## src/rtl/instruction_fetch_unit.sv

```systemverilog
// instruction_fetch_unit: PC owner that fetches words from imem and buffers {pc, instr} for decode.
module instruction_fetch_unit #(
    parameter int              XLEN       = 32,
    parameter logic [XLEN-1:0] RESET_PC   = '0,
    parameter int              FIFO_DEPTH = 2
) (
    input  logic            clk,
    input  logic            reset,
    output logic            imem_req_valid,
    input  logic            imem_req_ready,
    output logic [XLEN-1:0] imem_req_addr,
    input  logic            imem_rsp_valid,
    input  logic [31:0]     imem_rsp_data,
    input  logic            redirect_valid,
    input  logic [XLEN-1:0] redirect_pc,
    output logic            if_valid,
    input  logic            if_ready,
    output logic [31:0]     if_instr,
    output logic [XLEN-1:0] if_pc
);
    localparam int AW = $clog2(FIFO_DEPTH);
    localparam int CW = AW + 1;
    localparam logic [CW:0] DEPTH_W = (CW + 1)'(FIFO_DEPTH);
    localparam logic [0:0] RUN = 1'b0;
    localparam logic [0:0] DRAIN = 1'b1;
    localparam logic [31:0] NOP = 32'h0000_0013;

    logic [XLEN-1:0] fetch_pc_q, fetch_pc_d, rsp_pc_q, rsp_pc_d, target;
    logic [XLEN-1:0] pc_q [FIFO_DEPTH];
    logic [31:0]     instr_q [FIFO_DEPTH];
    logic [AW-1:0]   rd_q, rd_d, wr_q, wr_d;
    logic [CW-1:0]   count_q, count_d, out_q, out_d, discard_q, discard_d;
    logic [0:0]      state_q, state_d;
    logic [CW:0]     used;
    logic            empty, accept, rsp, push, pop;

    assign empty = count_q == '0;
    assign target = redirect_pc & ~XLEN'(3);
    assign if_valid = ~reset & ~empty & ~redirect_valid;
    assign pop = if_valid & if_ready;
    // the slot freed by this cycle's pop counts as credit, which keeps a 1-cycle memory streaming
    assign used = {1'b0, out_q} + {1'b0, count_q} - {{CW{1'b0}}, pop};
    assign imem_req_valid = ~reset & ~redirect_valid & (used < DEPTH_W);
    assign imem_req_addr = fetch_pc_q;
    assign accept = imem_req_valid & imem_req_ready;
    // a response with nothing outstanding can only belong to a pre-reset request
    assign rsp = imem_rsp_valid & (out_q != '0);
    assign push = rsp & ~redirect_valid & (state_q == RUN);
    assign if_instr = empty ? NOP : instr_q[rd_q];
    assign if_pc = empty ? '0 : pc_q[rd_q];

    always_comb begin
        fetch_pc_d = redirect_valid ? target : accept ? fetch_pc_q + XLEN'(4) : fetch_pc_q;
        rsp_pc_d = redirect_valid ? target : push ? rsp_pc_q + XLEN'(4) : rsp_pc_q;
        out_d = out_q + CW'(accept) - CW'(rsp);
        discard_d = redirect_valid ? out_d : discard_q - CW'(rsp && state_q == DRAIN);
        count_d = redirect_valid ? '0 : count_q + CW'(push) - CW'(pop);
        wr_d = redirect_valid ? '0 : wr_q + AW'(push);
        rd_d = redirect_valid ? '0 : rd_q + AW'(pop);
        state_d = discard_d != '0 ? DRAIN : RUN;
    end

    always_ff @(posedge clk) begin
        if (reset) begin
            fetch_pc_q <= RESET_PC;
            rsp_pc_q <= RESET_PC;
            out_q <= '0;
            discard_q <= '0;
            count_q <= '0;
            wr_q <= '0;
            rd_q <= '0;
            state_q <= RUN;
        end else begin
            fetch_pc_q <= fetch_pc_d;
            rsp_pc_q <= rsp_pc_d;
            out_q <= out_d;
            discard_q <= discard_d;
            count_q <= count_d;
            wr_q <= wr_d;
            rd_q <= rd_d;
            state_q <= state_d;
        end
    end

    always_ff @(posedge clk) begin
        if (push) begin
            pc_q[wr_q] <= rsp_pc_q;
            instr_q[wr_q] <= imem_rsp_data;
        end
    end
endmodule
```

## config.mk

```make
export PLATFORM = sky130hd
export DESIGN_NAME = instruction_fetch_unit
export DESIGN_NICKNAME = d
export VERILOG_FILES = /design/src/rtl/instruction_fetch_unit.sv
export SDC_FILE = /design/constraint.sdc
export NUM_CORES = 1
export LEC_CHECK = 0
export BUFFER_PORTS_ARGS = -buffer_cell sky130_fd_sc_hd__buf_4
export CORE_ASPECT_RATIO = 1.25
export CORE_MARGIN = 3
export CORE_UTILIZATION = 33
export DETAILED_ROUTE_END_ITERATION = 10
export GPL_TIMING_DRIVEN = 1
export HOLD_SLACK_MARGIN = 0.02
export PLACE_DENSITY = 0.51
export SLEW_MARGIN = 20
export SYNTH_ARGS = -nofsm -noshare
export SYNTH_HDL_FRONTEND = slang
export SYNTH_SLANG_ARGS = --single-unit
```

## constraint.sdc

```tcl
create_clock -name clk -period 3.9 [get_ports clk]
set_clock_uncertainty 0.15 [all_clocks]
set_input_delay 0.585 -clock clk [delete_from_list [all_inputs] [get_ports clk]]
set_output_delay 0.585 -clock clk [all_outputs]
set_load 0.01 [all_outputs]
```

==> flow_metrics.env <==
export IMPL_status="completed"
export IMPL_intPower_mw=3.45
export IMPL_rows=65
export IMPL_antenna_found_initial=0
export IMPL_cts_root_buf="clkbuf_16"
export IMPL_track_usage_pct=14.8
export IMPL_fin_area_um2=10900
export IMPL_yosys_warnings=0
export IMPL_setup_viol=0
export IMPL_async_flop_share_pct=0
export IMPL_required_ns=4.07
export IMPL_rsz0062_at_grt="false"
export IMPL_rrSetupSlack_ns=0.24
export IMPL_drtPass1Iterations=4
export IMPL_combPwrFrac_pct=12.8
export IMPL_cts_clk_slew_worst_paths_ns=0.08
export IMPL_ys_seq_elements=193
export IMPL_syn_area_um2=8560
export IMPL_arrival_ns=3.83
export IMPL_m1WireLength_mm=9.44
export IMPL_power_density_nw_per_um2=433
export IMPL_fp_coreArea_um2=25400
export IMPL_routedWlPerCell_um=16.5
export IMPL_via_per_inst=4.75
export IMPL_synth_top_family_by_area="simple AND/OR/NAND/NOR gates"
export IMPL_drive_above_1_share_pct=25.8
export IMPL_drv_cap=0
export IMPL_critPathLaunchType="flip-flop"
export IMPL_vias=5896
export IMPL_worstSetupEndpointType="flip-flop"
export IMPL_min_period_ns=3.66
export IMPL_setup_tns_final_ns=0
export IMPL_grt_pass1_vias=5861
export IMPL_fmaxAchievable_mhz=273
export IMPL_die_x_um=150
export IMPL_die_height_um=186
export IMPL_relSlewSlack_pct=49.2
export IMPL_net_switching_power_mw=1.27
export IMPL_start_util_pct=33.7
export IMPL_dr_wl_met3_um=899
export IMPL_swShare_pct=26.9
export IMPL_final_core_util_pct=42.9
export IMPL_postCtsSetupBuffers=0
export IMPL_postSynthAreaPerCell_um2=11.7
export IMPL_cellLeakagePower_nw=4.07
export IMPL_io_pins=168
export IMPL_min_path_type="in -> reg"
export IMPL_yosys_area_share_simple_pct=14.1
export IMPL_hold_violations=0
export IMPL_io_buffer_count=161
export IMPL_tightestPinTransition_ns=0.757
export IMPL_routed_top_layer="met4"
export IMPL_irDropWorstVdd_v=0.000293
export IMPL_dp_hpwl_mm=14.4
export IMPL_place_congestion=0.768
export IMPL_synthXorXnorAreaFrac_pct=5.63
export IMPL_synthCells=731
export IMPL_overflow=0
export IMPL_cts_buffers=17
export IMPL_synth_edf_count=124
export IMPL_area_growth_syn_to_layout_pct=27.1
export IMPL_cts_path_max_buffers=2
export IMPL_drtIter0Drc=217
export IMPL_clk_latency_ns=0.43
export IMPL_multiInputGateArea_um2=3200
export IMPL_drc=0
export IMPL_nets=976
export IMPL_synth_distinct_cells=51
export IMPL_tritoncts="built"
export IMPL_slew_violations=0
export IMPL_ys_seq_area_share_pct=59.6
export IMPL_final_fill_count=2476
export IMPL_regArea_um2=5110
export IMPL_crit_type="reg -> reg"
export IMPL_synth_compound_area_share_pct=7.64
export IMPL_cts_hold_buf=0
export IMPL_layout_common_cells="buf_4 (175), edfxtp_1 (124), nor2_1 (96), dfxtp_1 (68), mux2i_1 (63)"
export IMPL_pwr_share_seq_pct=50.9
export IMPL_cts_sinks=193
export IMPL_whs_ns=0.181
export IMPL_diodes=0
export IMPL_grt_max_degree=65
export IMPL_synthMuxAreaShare_pct=7.76
export IMPL_grt_pass1_wl_mm=32.2
export IMPL_h_tree_depth=4
export IMPL_ys_flop_type="edfxtp_1"
export IMPL_wirelength_mm=20.4
export IMPL_clkPwrFrac_pct=36.3
export IMPL_cp_max_fo=5
export IMPL_wl_met2_mm=9.60
export IMPL_postPlaceCellArea_um2=10300
export IMPL_cts_resized=0
export IMPL_antenna_left=0
export IMPL_mostFrequentLayoutCell="buf_4"
export IMPL_dieArea_um2=27900
export IMPL_synth_fa_ha_area_share_pct=1.84
export IMPL_period_share_pct=93.9
==> worst max-delay path, stage by stage (launching register included) <==
cell and delay [ns]:
dfxtp_1 0.35, or2_2 0.35, and3_1 0.21, ha_1 0.26, nand2b_1 0.16, fa_1 0.57, nand4bb_4 0.14, nor2_4 0.16
clkinv_4 0.06, ha_1 0.26, inv_1 0.04, ha_1 0.17, xnor2_1 0.15, nor2_1 0.06, a2bb2oi_1 0.16, or2_2 0.30
==> power by group through the flow <==
stage               sequential, mW  combinational (mW)  clock [mW]
CTS                           2.40               0.617        1.77
global route                  2.42               0.673        1.85
detailed placement            2.45               0.614           0
floorplan                     2.43               0.352           0
global placement              2.44               0.609           0
finish                        2.40               0.604        1.71
==> layout make-up <==
type                            count  share of cell area [%]
Clock buffer                       17                    3.91
Clock inverter                     15                    1.64
Inverter                           29                    1.05
Multi-Input combinational cell    472                    29.4
Sequential cell                   193                    46.9
Tap cell                          335                    3.85
Timing Repair Buffer              181                    13.2
==> metal layers <==
layer  vias to the layer above  GRT usage (%)
li1                       2949              -
met1                      2772           19.8
met2                       149           23.9
met3                        26           3.02
met4                         0           5.20
met5                         -              0
==> final timing paths <==
check | startpoint | depth (start not counted) | endpoint
setup reg to reg | count_q[1] | 15 | state_q
hold / removal | imem_rsp_data[15] | 1 | instr_q[0][15]
setup / recovery | count_q[1] | 15 | state_q
hold reg to reg | rsp_pc_q[6] | 0 | pc_q[1][6]
==> cell families (layout without fill, tap and decap cells) <==
kind of cell | count (synthesis) | in the layout
AO/OA/AOI/OAI | 101 | 101
XOR/XNOR | 55 | 55
adder cells (fa/ha/maj) | 12 | 12
buffers and inverters | 69 | 242
flip-flops | 193 | 193
multiplexers | 66 | 66
other | 1 | 4
AND/OR/NAND/NOR | 234 | 234
==> synth_stat cells, types with 2 or more instances <==
cell type	count	area share, %
a211oi_1	11	0.96
a21boi_0	15	1.3
a21o_1	6	0.53
a21oi_1	26	1.5
a31oi_1	14	1.0
and2_1	10	0.73
and3_1	14	1.0
and4_1	5	0.51
buf_1	4	0.18
buf_2	4	0.23
buf_4	4	0.35
clkbuf_1	27	1.2
dfxtp_1	69	16
edfxtp_1	124	43
ha_1	11	1.6
inv_1	28	1.2
mux2_2	2	0.26
mux2i_1	63	7.4
nand2_1	39	1.7
nand3_1	19	1.1
nand3b_1	2	0.18
nand4_1	24	1.8
nand4_2	2	0.29
nor2_1	98	4.3
nor3_1	5	0.29
nor4_4	4	0.99
o21a_1	6	0.53
o21ai_0	6	0.35
o22ai_1	9	0.66
o31a_1	3	0.31
or2_2	3	0.22
or3_1	2	0.15
xnor2_1	14	1.4
xor2_1	41	4.2
==> through the flow <==
step | cells | power, mW | worst slack (ns)
floorplan | 734 | 2.78 | 0.00207
global placement | 1210 | 3.05 | 0.149
detailed placement | 1210 | 3.06 | 0.133
CTS | 1242 | 4.78 | 0.204
global route | 1242 | 4.94 | 0.0176
finish | 1242 | 4.72 | 0.238
==> sequential cells by signal, summed over array words and instances, names as in the netlist <==
name and cells:
discard_q 2, pc_q 60, wr_q 1, rd_q 1
count_q 2, imem_req_addr 30, out_q 2, rsp_pc_q 30
instr_q 64, state_q 1
(Power assumes the default switching activity.)
